## src/rtl/hazard_scoreboard.sv

```systemverilog
// Register hazard scoreboard: one pending-write counter per architectural
// register, used to stall issue on RAW hazards and on per-register
// outstanding-write capacity.
module hazard_scoreboard #(
    parameter int MAX_PEND = 3,
    parameter int CNT_W    = 2
) (
    input  logic        clk,
    input  logic        reset,
    input  logic        issue_valid,
    input  logic [4:0]  issue_rs1,
    input  logic [4:0]  issue_rs2,
    input  logic        issue_use_rs1,
    input  logic        issue_use_rs2,
    input  logic [4:0]  issue_rd,
    input  logic        issue_regwrite,
    input  logic        wb_valid,
    input  logic [4:0]  wb_rd,
    output logic        stall,
    output logic        issue_fire,
    output logic [31:0] busy_vec,
    output logic        wb_err
);

    localparam logic [CNT_W-1:0] MAX_CNT = CNT_W'(MAX_PEND);
    localparam logic [CNT_W-1:0] ONE     = CNT_W'(1);

    // Entry 0 is never written, so x0 always reads as not pending.
    logic [CNT_W-1:0] cnt     [32];
    logic [CNT_W-1:0] cnt_nxt [32];

    logic haz_rs1;
    logic haz_rs2;
    logic haz_cap;
    logic inc_en;
    logic wb_hit;
    logic dec_en;
    logic wb_zero;

    // Hazard detection from registered counters only; a same-cycle
    // writeback cannot release a stall until the following cycle.
    always_comb begin
        haz_rs1    = issue_use_rs1 && (cnt[issue_rs1] != '0);
        haz_rs2    = issue_use_rs2 && (cnt[issue_rs2] != '0);
        haz_cap    = issue_regwrite && (issue_rd != '0) && (cnt[issue_rd] == MAX_CNT);
        stall      = issue_valid && (haz_rs1 || haz_rs2 || haz_cap);
        issue_fire = issue_valid && !stall;
    end

    // Next counter values: increment on accepted issue, decrement on
    // writeback to a pending register; both on one register cancel.
    always_comb begin
        inc_en  = issue_fire && issue_regwrite && (issue_rd != '0);
        wb_hit  = wb_valid && (wb_rd != '0);
        dec_en  = wb_hit && (cnt[wb_rd] != '0);
        wb_zero = wb_hit && (cnt[wb_rd] == '0);
        for (int unsigned i = 0; i < 32; i++) begin
            cnt_nxt[i] = cnt[i];
            if (i != 0) begin
                if (inc_en && (issue_rd == 5'(i)) && !(dec_en && (wb_rd == 5'(i))))
                    cnt_nxt[i] = cnt[i] + ONE;
                else if (dec_en && (wb_rd == 5'(i)) && !(inc_en && (issue_rd == 5'(i))))
                    cnt_nxt[i] = cnt[i] - ONE;
            end
        end
    end

    // Counter, busy vector and sticky error state; reset overrides all traffic.
    always_ff @(posedge clk) begin
        if (reset) begin
            for (int unsigned i = 0; i < 32; i++) begin
                cnt[i] <= '0;
            end
            busy_vec <= '0;
            wb_err   <= 1'b0;
        end else begin
            for (int unsigned i = 0; i < 32; i++) begin
                cnt[i]      <= cnt_nxt[i];
                busy_vec[i] <= (cnt_nxt[i] != '0);
            end
            wb_err <= wb_err | wb_zero;
        end
    end

endmodule

```

## config.mk

```make
export PLATFORM = sky130hd
export DESIGN_NAME = hazard_scoreboard
export DESIGN_NICKNAME = d
export VERILOG_FILES = /design/src/rtl/hazard_scoreboard.sv
export SDC_FILE = /design/constraint.sdc
export NUM_CORES = 1
export LEC_CHECK = 0
export CAP_MARGIN = 10
export CORE_MARGIN = 3
export CORE_UTILIZATION = 53
export DETAILED_ROUTE_END_ITERATION = 12
export GPL_TIMING_DRIVEN = 1
export PLACE_DENSITY = 0.83
export SETUP_SLACK_MARGIN = 0.4
export SYNTH_ARGS = -nofsm -noshare
export SYNTH_HDL_FRONTEND = slang
export SYNTH_SLANG_ARGS = --single-unit
```

## constraint.sdc

```tcl
create_clock -name clk -period 3.85 [get_ports clk]
set_input_delay 0.9625 -clock clk [delete_from_list [all_inputs] [get_ports clk]]
set_output_delay 0.9625 -clock clk [all_outputs]
set_load 0.1 [all_outputs]
```

==> impl_metrics.env <==
export IMPL_run_status="finished, violations left"
export IMPL_failed_checks="setup timing"
export IMPL_cp_start_kind="input pin"
export IMPL_ff2ff_setup_slack_ps=840
export IMPL_worstSkewPairLatency_ps=360
export IMPL_postSynthCellCount=781
export IMPL_clock_skew_ps=8.59
export IMPL_seq_power_share_pct=43.0
export IMPL_slowest_stage="mux4_2"
export IMPL_ys_top_cells_by_count="nor2_1 (109), dfxtp_1 (94), nand2_1 (53)"
export IMPL_hold_path_end="wb_err"
export IMPL_tightest_slew_ps=986
export IMPL_finalNonFillerCells=1075
export IMPL_cts_tree="yes"
export IMPL_grt_ovfl_total=0
export IMPL_power_switching_mw=0.688
export IMPL_ys_seq_area_share_pct=29.2
export IMPL_rsz0062_at_grt="yes"
export IMPL_crit_path_max_incr_delay_ps=500
export IMPL_crit_family="multiplexers"
export IMPL_die_x_um=116
export IMPL_swShare_pct=30.0
export IMPL_io_buffers=60
export IMPL_ant_nets=0
export IMPL_die_y_um=116
export IMPL_hold_start="wb_err"
export IMPL_synth_top_area_share_pct=29.2
export IMPL_required_ps=2890
export IMPL_root_buffer="clkbuf_16"
export IMPL_syn_nets=808
export IMPL_fin_setup_tns_ps=-169
export IMPL_clkSlewWorstSetupHoldPaths_ps=70
export IMPL_power_density_nw_per_um2=271
export IMPL_start_util_pct=55.2
export IMPL_finalSetupViolCount=2
export IMPL_vdd_drop_max_mv=0.245
export IMPL_wl_um=22800
export IMPL_grt_pass1_wl_um=35200
export IMPL_syn_avg_cell_area_um2=8.25
export IMPL_crit_buf_inv=4
export IMPL_endpoint_kind="output port"
export IMPL_hold_violations=0
export IMPL_numCtsBuffers=9
export IMPL_clock_power_share_pct=37.9
export IMPL_io_pins=62
export IMPL_syn_area_um2=6440
export IMPL_via_count=6930
export IMPL_hold_path_class="register to register"
export IMPL_slew_viol_final=0
export IMPL_drt_initial_drc_count=823
export IMPL_firstDrtPassIters=6
export IMPL_dp_hpwl_um=17400
export IMPL_p_comb_share_pct=19.1
export IMPL_antenna_cells=0
export IMPL_synth_seq_cells=94
export IMPL_min_period_ps=3940
export IMPL_synthDistinctLibCells=79
export IMPL_place_inst=1048
export IMPL_antenna_found_initial=1
export IMPL_leakage_nw=3.06
export IMPL_coreArea_um2=11700
export IMPL_grt_max_degree=78
export IMPL_slew_headroom_pct=34.0
export IMPL_synth_edf_count=0
export IMPL_std_cell_rows=39
export IMPL_pre_cts_slack_ps=-501
export IMPL_r2r_cells=9
export IMPL_arrival_ps=2970
export IMPL_routabilityCongestion=0.986
export IMPL_drive_gt1_share_pct=24.6
export IMPL_hold_depth=2
export IMPL_reg2reg_to="cnt[11][1]"
export IMPL_synth_area_leader_cell="dfxtp_1"
export IMPL_grt_usage_pct=34.1
export IMPL_cts_sink_count=94
export IMPL_setup_slack_ps=-85.1
export IMPL_synth_top_flop_cell="dfxtp_1"
export IMPL_cts_buffer_depth=2
export IMPL_fin_nets=954
export IMPL_async_flop_share_pct=0
export IMPL_post_route_period_util_pct=102
export IMPL_synth_most_common_cell="nor2_1"
export IMPL_critPathKind="input pin to output port"
export IMPL_drt_vias_per_instance=6.45
export IMPL_cts_hold_buffers=0
export IMPL_routedWlPerCell_um=21.2
export IMPL_intPower_mw=1.60
export IMPL_r2r_start="cnt[15][0]"
export IMPL_fmax_ghz=0.254
export IMPL_cap_violations=0
export IMPL_syn2layout_area_growth_pct=31.4
export IMPL_cts_htree_levels=3
export IMPL_cp_num_cells=10
export IMPL_cp_cell_sequence="dlygate4sd2_1 > buf_6 > buf_4 > mux4_2 > mux2i_1 > o211ai_2 > nand2_1 > and4bb_4 > a21boi_4 > buf_12"
export IMPL_cp_max_fo=8
export IMPL_die_area_um2=13500
export IMPL_synth_area_leaders="dfxtp_1 (29%), mux4_2 (7.0%), nor2_1 (6.4%)"
export IMPL_ys_warnings_count=0
export IMPL_grt_pass1_vias=6654
export IMPL_drc_errors=0
==> repair_timing <==
action                                  in CTS  in global routing
setup buffers                                4                  6
cloned                                       1                  0
endpoints found under the setup margin      83                 33
pin swaps                                    8                  7
gates resized for setup                     39                 18
==> registers in the layout, indices dropped and copies added (netlist names) <==
register and cells:
busy_vec 31, wb_err 1, cnt 62
==> tightest hold or removal path, stage by stage, from the launching register on <==
cell	delay, ps
dfxtp_1	340
nor2_1	50
nor2_1	80
==> cells by family (layout without fill, tap and decap cells) <==
| logic type | count (synthesis) | in the layout | share of synthesized area, % |
|---|---|---|---|
| simple gates | 355 | 355 | 29.7 |
| compound gates | 169 | 169 | 18.2 |
| flops | 94 | 94 | 29.2 |
| buf+inv | 72 | 223 | 5.01 |
| xor+xnor | 54 | 54 | 8.22 |
| mux | 26 | 26 | 8.00 |
| fa+ha+maj | 10 | 10 | 1.65 |
| other cells | 1 | 1 | 0.0582 |
==> final cells by class <==
class | count | area [um2]
Fill cell | 921 | 3200
Tap cell | 143 | 179
Clock inverter | 7 | 56.3
Inverter | 21 | 88.8
Multi-Input combinational cell | 615 | 4380
Clock buffer | 9 | 225
Timing Repair Buffer | 186 | 1650
Sequential cell | 94 | 1880
==> power by group through the flow <==
stage	Clock (mW)	Combinational (mW)	Sequential, mW
after global routing	0.918	0.458	0.986
after floorplan	0	0.205	1.03
after detailed placement	0	0.399	1.01
final	0.868	0.438	0.985
after global placement	0	0.395	1.01
after CTS	0.881	0.419	0.985
==> metal layers <==
metal	track usage, %	up-vias	wire, um
li1	-	3159	-
met1	45.6	3327	9370
met2	52.8	386	10200
met3	9.48	58	2500
met4	12.8	0	727
met5	0	-	0
==> cell usage in the layout (no fill, tap or decap), drive strengths merged, types with 14 or more instances in the layout <==
master | netlist | layout
buf | 20 | 131
nor3 | 46 | 46
nand4 | 15 | 15
nor2 | 109 | 109
o21ai | 44 | 44
o211ai | 17 | 17
dfxtp | 94 | 94
and2 | 14 | 14
clkdlybuf4s50 | 0 | 47
a21oi | 30 | 30
nor4 | 22 | 22
inv | 21 | 24
mux4 | 20 | 20
xnor2 | 42 | 42
nand3 | 28 | 28
nand2 | 54 | 54
==> stage by stage <==
step | hold slack (ps) | total power, mW | area, um2 | util, %
after global placement | 457 | 1.40 | 7930 | 68.0
after CTS | 499 | 2.28 | 8360 | 71.7
final | 495 | 2.29 | 8460 | 72.5
after floorplan | 474 | 1.24 | 6500 | -
after global routing | 550 | 2.36 | 8460 | 72.5
after detailed placement | 488 | 1.41 | 7930 | 68.0
==> how the worst max path moves through the flow <==
stage / startpoint / endpoint / slack, ps
2_1_floorplan: issue_rs1[2] / stall / -260
3_3_place_gp: issue_rs1[2] / stall / -490
3_5_place_dp: issue_rs1[2] / stall / -500
4_1_cts: issue_rs1[2] / issue_fire / -80
5_1_grt: issue_rs1[2] / stall / -120
6_report: issue_rs2[2] / stall / -90
(Power assumes the default switching activity.)
